$ cat config.mk
export PLATFORM = sky130hd
export DESIGN_NAME = tt_um_jleugeri_ttt_event_fifo_flat
export DESIGN_NICKNAME = d
export VERILOG_FILES = /design/src/rtl/tt_um_jleugeri_ttt_event_fifo_if.sv /design/src/rtl/tt_um_jleugeri_ttt_event_fifo.sv /design/src/flat_wrapper.sv
export SDC_FILE = /design/constraint.sdc
export NUM_CORES = 1
export LEC_CHECK = 0
export BUFFER_PORTS_ARGS = -buffer_cell sky130_fd_sc_hd__buf_4
export CAP_MARGIN = 20
export CORE_AREA = 8 8 91 93
export CTS_BUF_LIST = sky130_fd_sc_hd__clkbuf_4 sky130_fd_sc_hd__clkbuf_8 sky130_fd_sc_hd__clkbuf_16
export CTS_CLUSTER_DIAMETER = 120
export DETAILED_ROUTE_END_ITERATION = 6
export DIE_AREA = 0 0 99 101
export GPL_TIMING_DRIVEN = 0
export PLACE_DENSITY = 0.72
export RECOVER_POWER = 25
export SYNTH_ARGS = -nofsm -noshare
export SYNTH_HDL_FRONTEND = slang
export SYNTH_SLANG_ARGS = --single-unit
$ cat constraint.sdc
create_clock -name clock_fast -period 9.64 [get_ports clock_fast]
set_clock_uncertainty 0.15 [all_clocks]
set_input_delay 0.964 -clock clock_fast [delete_from_list [all_inputs] [get_ports clock_fast]]
set_output_delay 0.964 -clock clock_fast [all_outputs]
set_load 0.03 [all_outputs]
$ cat src/rtl/tt_um_jleugeri_ttt_event_fifo_if.sv
// Event drain interface: head byte with valid/ready handshake.
// The FIFO drives data/valid (master); the consumer drives ready (slave).
interface tt_um_jleugeri_ttt_event_fifo_if;
    logic [7:0] event_data;
    logic       event_valid;
    logic       event_ready;

    modport master (
        output event_data,
        output event_valid,
        input  event_ready
    );

    modport slave (
        input  event_data,
        input  event_valid,
        output event_ready
    );
endinterface

$ cat src/rtl/tt_um_jleugeri_ttt_event_fifo.sv
// Event FIFO: captures processor token events and drains them as bytes.
// Optional timestep markers are enabled by TTT_EVENT_TSTEP_MARKER_EN.
module tt_um_jleugeri_ttt_event_fifo #(
    parameter int NUM_PROCESSORS = 4,
    parameter int DEPTH          = 8,
    localparam int PROC_BITS     = $clog2(NUM_PROCESSORS),
    localparam int AW            = $clog2(DEPTH),
    localparam int CW            = $clog2(DEPTH + 1)
) (
    input  logic                 clock_fast,
    input  logic                 reset,
    input  logic [PROC_BITS-1:0] processor_id_in,
    input  logic [1:0]           token_startstop_in,
    input  logic                 output_valid_in,
    input  logic [1:0]           stage_in,
    tt_um_jleugeri_ttt_event_fifo_if.master events,
    output logic                 overflow,
    input  logic                 overflow_clear,
    output logic [7:0]           drop_count,
    output logic [CW-1:0]        fill_level
);

    logic [7:0]    mem [DEPTH];
    logic [AW-1:0] wptr;
    logic [AW-1:0] rptr;
    logic [CW-1:0] count;

    logic          pop;
    logic          ev_req;
    logic          ev_acc;
    logic          mk_req;
    logic          mk_acc;
    logic [CW:0]   free;
    logic [1:0]    drops;
    logic [7:0]    ev_word;
    logic [7:0]    mk_word;
    logic [7:0]    dc_base;
    logic [8:0]    dc_sum;

`ifdef TTT_EVENT_TSTEP_MARKER_EN
    logic [1:0] stage_prev;
    logic [3:0] tstep;

    assign mk_req  = (stage_prev == 2'b11) && (stage_in == 2'b00);
    assign mk_word = {tstep, 2'b00, 2'b10};

    // Track previous stage and count completed timesteps
    always_ff @(posedge clock_fast) begin
        if (reset) begin
            stage_prev <= 2'b00;
            tstep      <= 4'd0;
        end else begin
            stage_prev <= stage_in;
            if (mk_req)
                tstep <= tstep + 4'd1;
        end
    end
`else
    logic unused_stage;

    assign unused_stage = ^stage_in;
    assign mk_req       = 1'b0;
    assign mk_word      = 8'h00;
`endif

    assign events.event_valid = (count != '0);
    assign events.event_data  = mem[rptr];
    assign fill_level         = count;

    assign pop     = events.event_valid && events.event_ready;
    assign ev_req  = output_valid_in && (token_startstop_in != 2'b00);
    assign ev_word = {4'(processor_id_in), token_startstop_in, 2'b01};

    // Free slots after this cycle's pop; events claim a slot before markers
    always_comb begin
        free    = (CW+1)'(DEPTH) - {1'b0, count} + (CW+1)'(pop);
        ev_acc  = ev_req && (free != '0);
        mk_acc  = mk_req && (free > (CW+1)'(ev_req));
        drops   = 2'(ev_req && !ev_acc) + 2'(mk_req && !mk_acc);
        dc_base = overflow_clear ? 8'h00 : drop_count;
        dc_sum  = {1'b0, dc_base} + 9'(drops);
    end

    // Storage, pointers, occupancy and overflow bookkeeping
    always_ff @(posedge clock_fast) begin
        if (reset) begin
            for (int i = 0; i < DEPTH; i++)
                mem[i] <= 8'h00;
            wptr       <= '0;
            rptr       <= '0;
            count      <= '0;
            overflow   <= 1'b0;
            drop_count <= 8'h00;
        end else begin
            if (ev_acc)
                mem[wptr] <= ev_word;
            if (mk_acc)
                mem[wptr + AW'(ev_acc)] <= mk_word;
            wptr  <= wptr + AW'(ev_acc) + AW'(mk_acc);
            rptr  <= rptr + AW'(pop);
            count <= count - CW'(pop) + CW'(ev_acc)
                   + CW'(mk_acc);
            if (drops != 2'd0) begin
                overflow   <= 1'b1;
                drop_count <= dc_sum[8] ? 8'hFF : dc_sum[7:0];
            end else if (overflow_clear) begin
                overflow   <= 1'b0;
                drop_count <= 8'h00;
            end
        end
    end

endmodule

$ cat src/flat_wrapper.sv
// flat-port wrapper written by rule: the top's interface ports become plain ports
module tt_um_jleugeri_ttt_event_fifo_flat 
#(
    parameter int NUM_PROCESSORS = 4,
    parameter int DEPTH          = 8,
    localparam int PROC_BITS     = $clog2(NUM_PROCESSORS),
    localparam int AW            = $clog2(DEPTH),
    localparam int CW            = $clog2(DEPTH + 1)
)
  (clock_fast, reset, processor_id_in, token_startstop_in, output_valid_in, stage_in, overflow, overflow_clear, drop_count, fill_level, events_event_data, events_event_valid, events_event_ready);
  tt_um_jleugeri_ttt_event_fifo_if events_i ();
  input  logic clock_fast;
  input  logic reset;
  input  logic [PROC_BITS-1:0] processor_id_in;
  input  logic [1:0] token_startstop_in;
  input  logic output_valid_in;
  input  logic [1:0] stage_in;
  output logic overflow;
  input  logic overflow_clear;
  output logic [7:0] drop_count;
  output logic [CW-1:0] fill_level;
  output wire logic [$bits(events_i.event_data)-1:0] events_event_data;
  output wire logic [$bits(events_i.event_valid)-1:0] events_event_valid;
  input wire logic [$bits(events_i.event_ready)-1:0] events_event_ready;
  assign events_event_data = events_i.event_data;
  assign events_event_valid = events_i.event_valid;
  assign events_i.event_ready = events_event_ready;
  tt_um_jleugeri_ttt_event_fifo #(.NUM_PROCESSORS(NUM_PROCESSORS), .DEPTH(DEPTH)) u_core (.clock_fast(clock_fast), .reset(reset), .processor_id_in(processor_id_in), .token_startstop_in(token_startstop_in), .output_valid_in(output_valid_in), .stage_in(stage_in), .events(events_i), .overflow(overflow), .overflow_clear(overflow_clear), .drop_count(drop_count), .fill_level(fill_level));
endmodule
# --- After elaboration in Yosys (flattened, before gate mapping) ---
# Memory sizes are Yosys's and may differ from the RTL's. A register that Yosys moved wholly into a read port is not among the register bits.
# Index checks and enable logic that the tools add are counted.
op_classes:
  n_addsub: 7
  n_mux: 14
  n_reduce_logical: 10
op_table:
  columns: ["cell", "n"]
  rows:
  - ["8-bit 2-to-1 mux", 3]
  - ["8-bit by 1-bit adder with 9-bit output", 1]
  - ["1-bit 2-to-1 mux", 8]
  - ["3-bit by 1-bit adder with 3-bit output", 2]
  - ["3-bit 2-to-1 mux", 2]
  - ["5-bit by 1-bit adder with 5-bit output", 1]
  - ["5-bit 2-to-1 mux", 1]
  - ["5-bit nonzero test", 1]
  - ["5-bit OR reduction", 1]
  - ["4-bit by 4-bit subtractor with 5-bit output, first input constant", 1]
  - ["4-bit by 1-bit adder with 4-bit output", 1]
  - ["1-bit logical AND", 4]
  - ["2-bit nonzero test", 2]
  - ["4-bit nonzero test", 1]
  - ["4-bit by 1-bit subtractor with 4-bit output", 1]
  - ["1-bit zero test", 1]
totals:
  reg_bits: 19
  ramBits: 40
  in_bits: 11
  output_inout_bits: 22
  wordCells: 37
  mem_count: 1
mem_list:
  columns: ["memory", "depth", "word_bits", "read_ports", "rd_ports_with_merged_regs", "wr", "line_no", "source"]
  rows:
  - ["u_core.mem", 8, 5, 1, 1, 8, "tt_um_jleugeri_ttt_event_fifo.sv:23", "logic [7:0] mem [DEPTH];"]

# --- Depth between registers and ports, before layout ---
depth:
  depth_word: 10
  ltp_mapped: 17
  depth_no_buf: 16

# --- Worst setup path before layout ---
# No wires, ideal clock.
synth_timing:
  path_kind: "flip-flop to flip-flop"
  from: "register u_core.count[2], in the netlist u_core.fill_level[2]"
  to: "register u_core.drop_count[2]"
  setup_ps: 86
  t_arrival_ps: 3895
  required_time_ps: 9404
  slack_ps: 5510
  stages_incl_launch_ff: 17
  n_path_buf: 1
  synth_period_minus_slack_ps: 4130
  path_cell_list: "dfxtp_1 inv_1 ha_1 nand3_1 nand2_1 ha_1 inv_1 ha_1 nor4_2 and2_1 buf_4 ha_1 ha_1 nand4_1 nor2_1 and3b_1 a211oi_1"
synth_via:
  elab_chain_len: 10
  elab_cells_between_ends: 11
  cone_classes: "add/sub (3); mux (2); reduce/logical (6)"
synth_lines:
  columns: ["element", "line_no", "source"]
  rows:
  - ["start: declaration", "tt_um_jleugeri_ttt_event_fifo.sv:26", "logic [CW-1:0] count;"]
  - ["start signal: assignment", "tt_um_jleugeri_ttt_event_fifo.sv:101", "count <= count - CW'(pop) + CW'(ev_acc)"]
  - ["4-bit nonzero test *", "tt_um_jleugeri_ttt_event_fifo.sv:66", "assign events.event_valid = (count != '0);"]
  - ["named net events_event_valid", "flat_wrapper.sv:23", "output wire logic [$bits(events_i.event_valid)-1:0] events_event_valid;"]
  - ["1-bit logical AND *", "tt_um_jleugeri_ttt_event_fifo.sv:70", "assign pop = events.event_valid && events.event_ready;"]
  - ["5-bit by 1-bit adder with 5-bit output *", "tt_um_jleugeri_ttt_event_fifo.sv:76", "free = (CW+1)'(DEPTH) - {1'b0, count} + (CW+1)'(pop);"]
  - ["5-bit nonzero test *", "tt_um_jleugeri_ttt_event_fifo.sv:77", "ev_acc = ev_req && (free != '0);"]
  - ["1-bit logical AND *", "tt_um_jleugeri_ttt_event_fifo.sv:77", null]
  - ["1-bit zero test *", "tt_um_jleugeri_ttt_event_fifo.sv:79", "drops = 2'(ev_req && !ev_acc) + 2'(mk_req && !mk_acc);"]
  - ["1-bit logical AND *", "tt_um_jleugeri_ttt_event_fifo.sv:79", null]
  - ["named net u_core.drops[0]", "tt_um_jleugeri_ttt_event_fifo.sv:34", "logic [1:0] drops;"]
  - ["8-bit by 1-bit adder with 9-bit output", "tt_um_jleugeri_ttt_event_fifo.sv:81", "dc_sum = {1'b0, dc_base} + 9'(drops);"]
  - ["8-bit 2-to-1 mux", "tt_um_jleugeri_ttt_event_fifo.sv:105", "drop_count <= dc_sum[8] ? 8'hFF : dc_sum[7:0];"]
  - ["8-bit 2-to-1 mux *", "tt_um_jleugeri_ttt_event_fifo.sv:103", "if (drops != 2'd0) begin"]
  - ["end signal: assignment", "tt_um_jleugeri_ttt_event_fifo.sv:105", null]
  - ["end: declaration", "tt_um_jleugeri_ttt_event_fifo.sv:19", "output logic [7:0] drop_count,"]
# The timed path passes the listed nets; every way through them passes the cells marked *.
# A chain may end at the register's enable or synchronous reset.

# --- Worst setup path after layout ---
layout_timing:
  from: "register u_core.count[2], in the netlist u_core.fill_level[2]"
  to: "register u_core.count[2], in the netlist u_core.fill_level[2]"
layout_via:
  elab_chain_len: 6
  elab_cells_between_ends: 8
  cone_classes: "add/sub (4); reduce/logical (4)"
layout_lines:
  columns: ["element", "line_no"]
  rows:
  - ["parallel branches: the longest is 5 deep, another holds 4-bit by 4-bit subtractor with 5-bit output", null]
  - ["4-bit by 1-bit adder with 4-bit output *", "tt_um_jleugeri_ttt_event_fifo.sv:101"]
# Every way passes the cells marked *.

==> key figures <==
STA
  • FMAX: between 200 and 250 MHz
  • Setup_tns: 0 ns
  • Period utilization: 0.509
  • # setup viols final: 0
  • Post-layout minimum cycle time: between 4 and 5 ns
  • Setup WS post-layout: between 4 and 5 ns
  • Final Max Slew Viols: 0
  • Count of final hold-check violations: 0
  • RSZ-0062 raised after global routing: false
  • Max_slew headroom: 0.161
  • Worst slew pin tran: 1.26 ns

Detailed routing
  • Drt first pass iters: 4
  • Post-route ant nets: 0
  • 1st-iter DRT viols: ~120
  • Vias per inst: around 5.7
  • Vias: around 2300
  • Routed wire per std cell: roughly 17 microns
  • Total routed wirelength: roughly 7 mm
  • DRC Markers: 0

Floorplan
  • Total die area: around 0.01 sq mm
  • Num rows: 31
  • Count of boundary I/O pins: 33
  • Core area: just under 0.007 sq mm
  • Die Y-Extent: between 100 and 150 microns
  • Initial core utilization: 0.451
  • DIE WIDTH: just under 100 microns

Critical path
  • Required time of the critical path: around 9.7 ns
  • WP depth: 16
  • Crit-path most repeated cell: ha_1
  • Crit. End Element: flip-flop
  • Crit path max-delay family: adder cells
  • Crit-path max cell delay: 1.01 ns
  • Critical path class: flip-flop to flip-flop
  • Crit path to: u_core.fill_level[2]
  • Worst Setup SP: u_core.fill_level[2]
  • Slowest cell on the critical path: o32ai_1
  • Reg2reg end: u_core.fill_level[2]
  • Worst-path fanout max: 11
  • CP arrival: a little under 5 ns
  • CP Cell Sequence: inv_1, ha_1, nand3_1, nand2_1, ha_1, inv_1, ha_1, nand2_1, o32ai_1, a21o_4, clkbuf_1, clkinvlp_2, ha_1, fa_1, xor2_1, nor2_1
  • R2r setup slk: approximately 4.7 ns
  • CP Buf/Inv Count: 4
  • Startpoint Class: flip-flop
  • Worst reg-to-reg path cell count: 16
  • Worst r2r src: u_core.fill_level[2]

Power
  • LEAKAGE: 1.26 nW
  • Tot Pwr: between 800 and 900 uW
  • IR drop worst, VDD: ~140 uV
  • Power per cell area: 236 mW/mm^2

Clock tree
  • Clock Pin Slew Worst Setup and Hold Paths: around 0.06 ns
  • CTS H-tree depth: 3
  • Number of gates resized after CTS: 0
  • Total CTS buffers: 9
  • CTS sink cnt: 59
  • Clk_lat worst skew: between 0.3 and 0.4 ns
  • # hold bufs at CTS: 0
  • TritonCTS clock tree: done
  • Clock Tree Buf Depth: 2
  • Clk root buf: clkbuf_8
  • Setup bufs post-CTS: 0

Placed design
  • I/O Buffers: 26
  • Hpwl dp: ~5 mm
  • Placer Congestion: roughly 0.84
  • Post-Place Setup Slack: 5.16 ns

Layout
  • Antenna cells: 0
  • Layout cell share with drive strength beyond 1: 0.171
  • Most frequent cells in the layout: 32 x nor4_1, 32 x edfxtp_1, 31 x clkbuf_1
  • Fin nets: approximately 340
  • Syn-to-layout area delta: 11.7%

Global routing
  • Initial antenna violation count: 0
  • First-pass GRT wire length: 11.3 mm
  • Total GRT Usage: 0.147
  • Largest net degree at the start of global routing: 12
  • Vias in the first global route: around 2300
  • Grt total ovfl: 0

Synthesis
  • Synthesis Warnings: 0
  • Syn Std Cell Area: about 0.0031 sq mm
  • Area contributors post-synth: edfxtp_1 31%, dfxtp_1 17%, mux4_2 7.2%
  • Number of synthesized register bits: 59
  • Cells after synthesis: about 270
  • Area leader, netlist: edfxtp_1
  • Share of the synthesized area in the top cell type: 0.307
  • Number of synthesized flops with an enable pin: 32
  • Netlist cell types: between 50 and 60
  • Register area share after synthesis: 0.479
  • Synth async-reset ratio: 0
  • Main flop type after synthesis: edfxtp_1
  • Post-synthesis area per instance: roughly 12 sq um

Status
  • Status: finished, final reports clean

Flow run
  • Max-cap violations: 0

Hold path
  • HP Class: flip-flop to flip-flop
[registers in the layout, indices dropped and copies added (netlist names)]
signal / count
u_core.rptr: 3
u_core.overflow: 1
u_core.drop_count: 8
u_core.fill_level: 4
u_core.mem: 40
u_core.wptr: 3
[cell families after synthesis]
logic type | share of synthesized area
buffers and inverters | 0.0599
xor gates and xnor gates | 0.0140
DFF | 0.479
other | 0.00120
AOI/OAI and AO/OA | 0.108
muxes | 0.0899
and+or+nand+nor | 0.181
adders and majority gates | 0.0663
[worst reg2reg max path, delay by kind of cell (launching register included)]
family | cells | cell delay, ns
AO/OA/AOI/OAI | 2 | 1.27
buffers and inverters | 4 | 1.11
adder cells (fa/ha/maj) | 5 | 1.39
AND/OR/NAND/NOR | 4 | 0.31
XOR/XNOR | 1 | 0.14
flip-flops | 1 | 0.40
[metal layers]
metal	up-vias	wire length (microns)	GRT usage
met2	59	3430	0.250
met5	-	0	0
met1	1077	3030	0.168
li1	1110	-	-
met4	0	135	0.0496
met3	15	334	0.0497
[where the power goes]
part           switching [mW]  internal, mW
Sequential             0.0161         0.294
Clock                  0.0947        0.0891
Combinational           0.207         0.125
Total                   0.318         0.508
[cells in the mapped netlist (2+ instances only)]
| library cell | count |
|---|---|
| o31ai_1 | 4 |
| mux2_2 | 5 |
| a21oi_1 | 3 |
| o21ai_0 | 3 |
| nand2b_1 | 9 |
| nor3b_1 | 2 |
| or2_2 | 2 |
| dfxtp_1 | 27 |
| clkbuf_1 | 14 |
| inv_1 | 11 |
| and3_1 | 3 |
| nor2_1 | 16 |
| nor4_1 | 32 |
| nand2_1 | 12 |
| xnor2_1 | 3 |
| mux4_2 | 10 |
| edfxtp_1 | 32 |
| xor2_1 | 2 |
| buf_4 | 4 |
| a31o_1 | 2 |
| a31oi_1 | 4 |
| nand3_1 | 2 |
| a32o_1 | 3 |
| a211oi_1 | 5 |
| buf_6 | 4 |
| nor2b_1 | 12 |
| ha_1 | 15 |
| a22o_1 | 4 |
[final cells by class]
| cell class | count | area (sq um) |
|---|---|---|
| fillers | 642 | 3440 |
| multi-input cells | 178 | 1430 |
| repair buffers | 26 | 143 |
| clock buffers | 9 | 124 |
| plain buffers | 24 | 114 |
| clock inverters | 6 | 33.8 |
| inverters | 13 | 50.0 |
| well taps | 82 | 103 |
| flip-flops and latches | 59 | 1500 |
[per-stage QoR]
stage / instances / cell area (sq um) / utilization / hold slack [ns]
global placement: 382 / 3440 / 0.495 / 0.292
detailed placement: 382 / 3440 / 0.495 / 0.303
CTS: 397 / 3590 / 0.518 / 0.316
floorplan: 274 / 3140 / - / 0.275
finish: 397 / 3500 / 0.504 / 0.318
global route: 397 / 3500 / 0.504 / 0.339
[worst min-delay path by stage]
stage                     cells past startpoint  slack [ns]               end              from
final                                         1        0.32  u_core.mem[1][0]  u_core.mem[1][0]
after detailed placement                      2        0.30  u_core.mem[5][0]  u_core.mem[5][0]
after global placement                        1        0.29  u_core.mem[4][0]  u_core.mem[4][0]
after global routing                          2        0.34  u_core.mem[5][0]  u_core.mem[5][0]
after floorplan                               2        0.27  u_core.mem[5][0]  u_core.mem[5][0]
after CTS                                     2        0.32  u_core.mem[5][0]  u_core.mem[5][0]
Power figures use the tool's default switching activity.
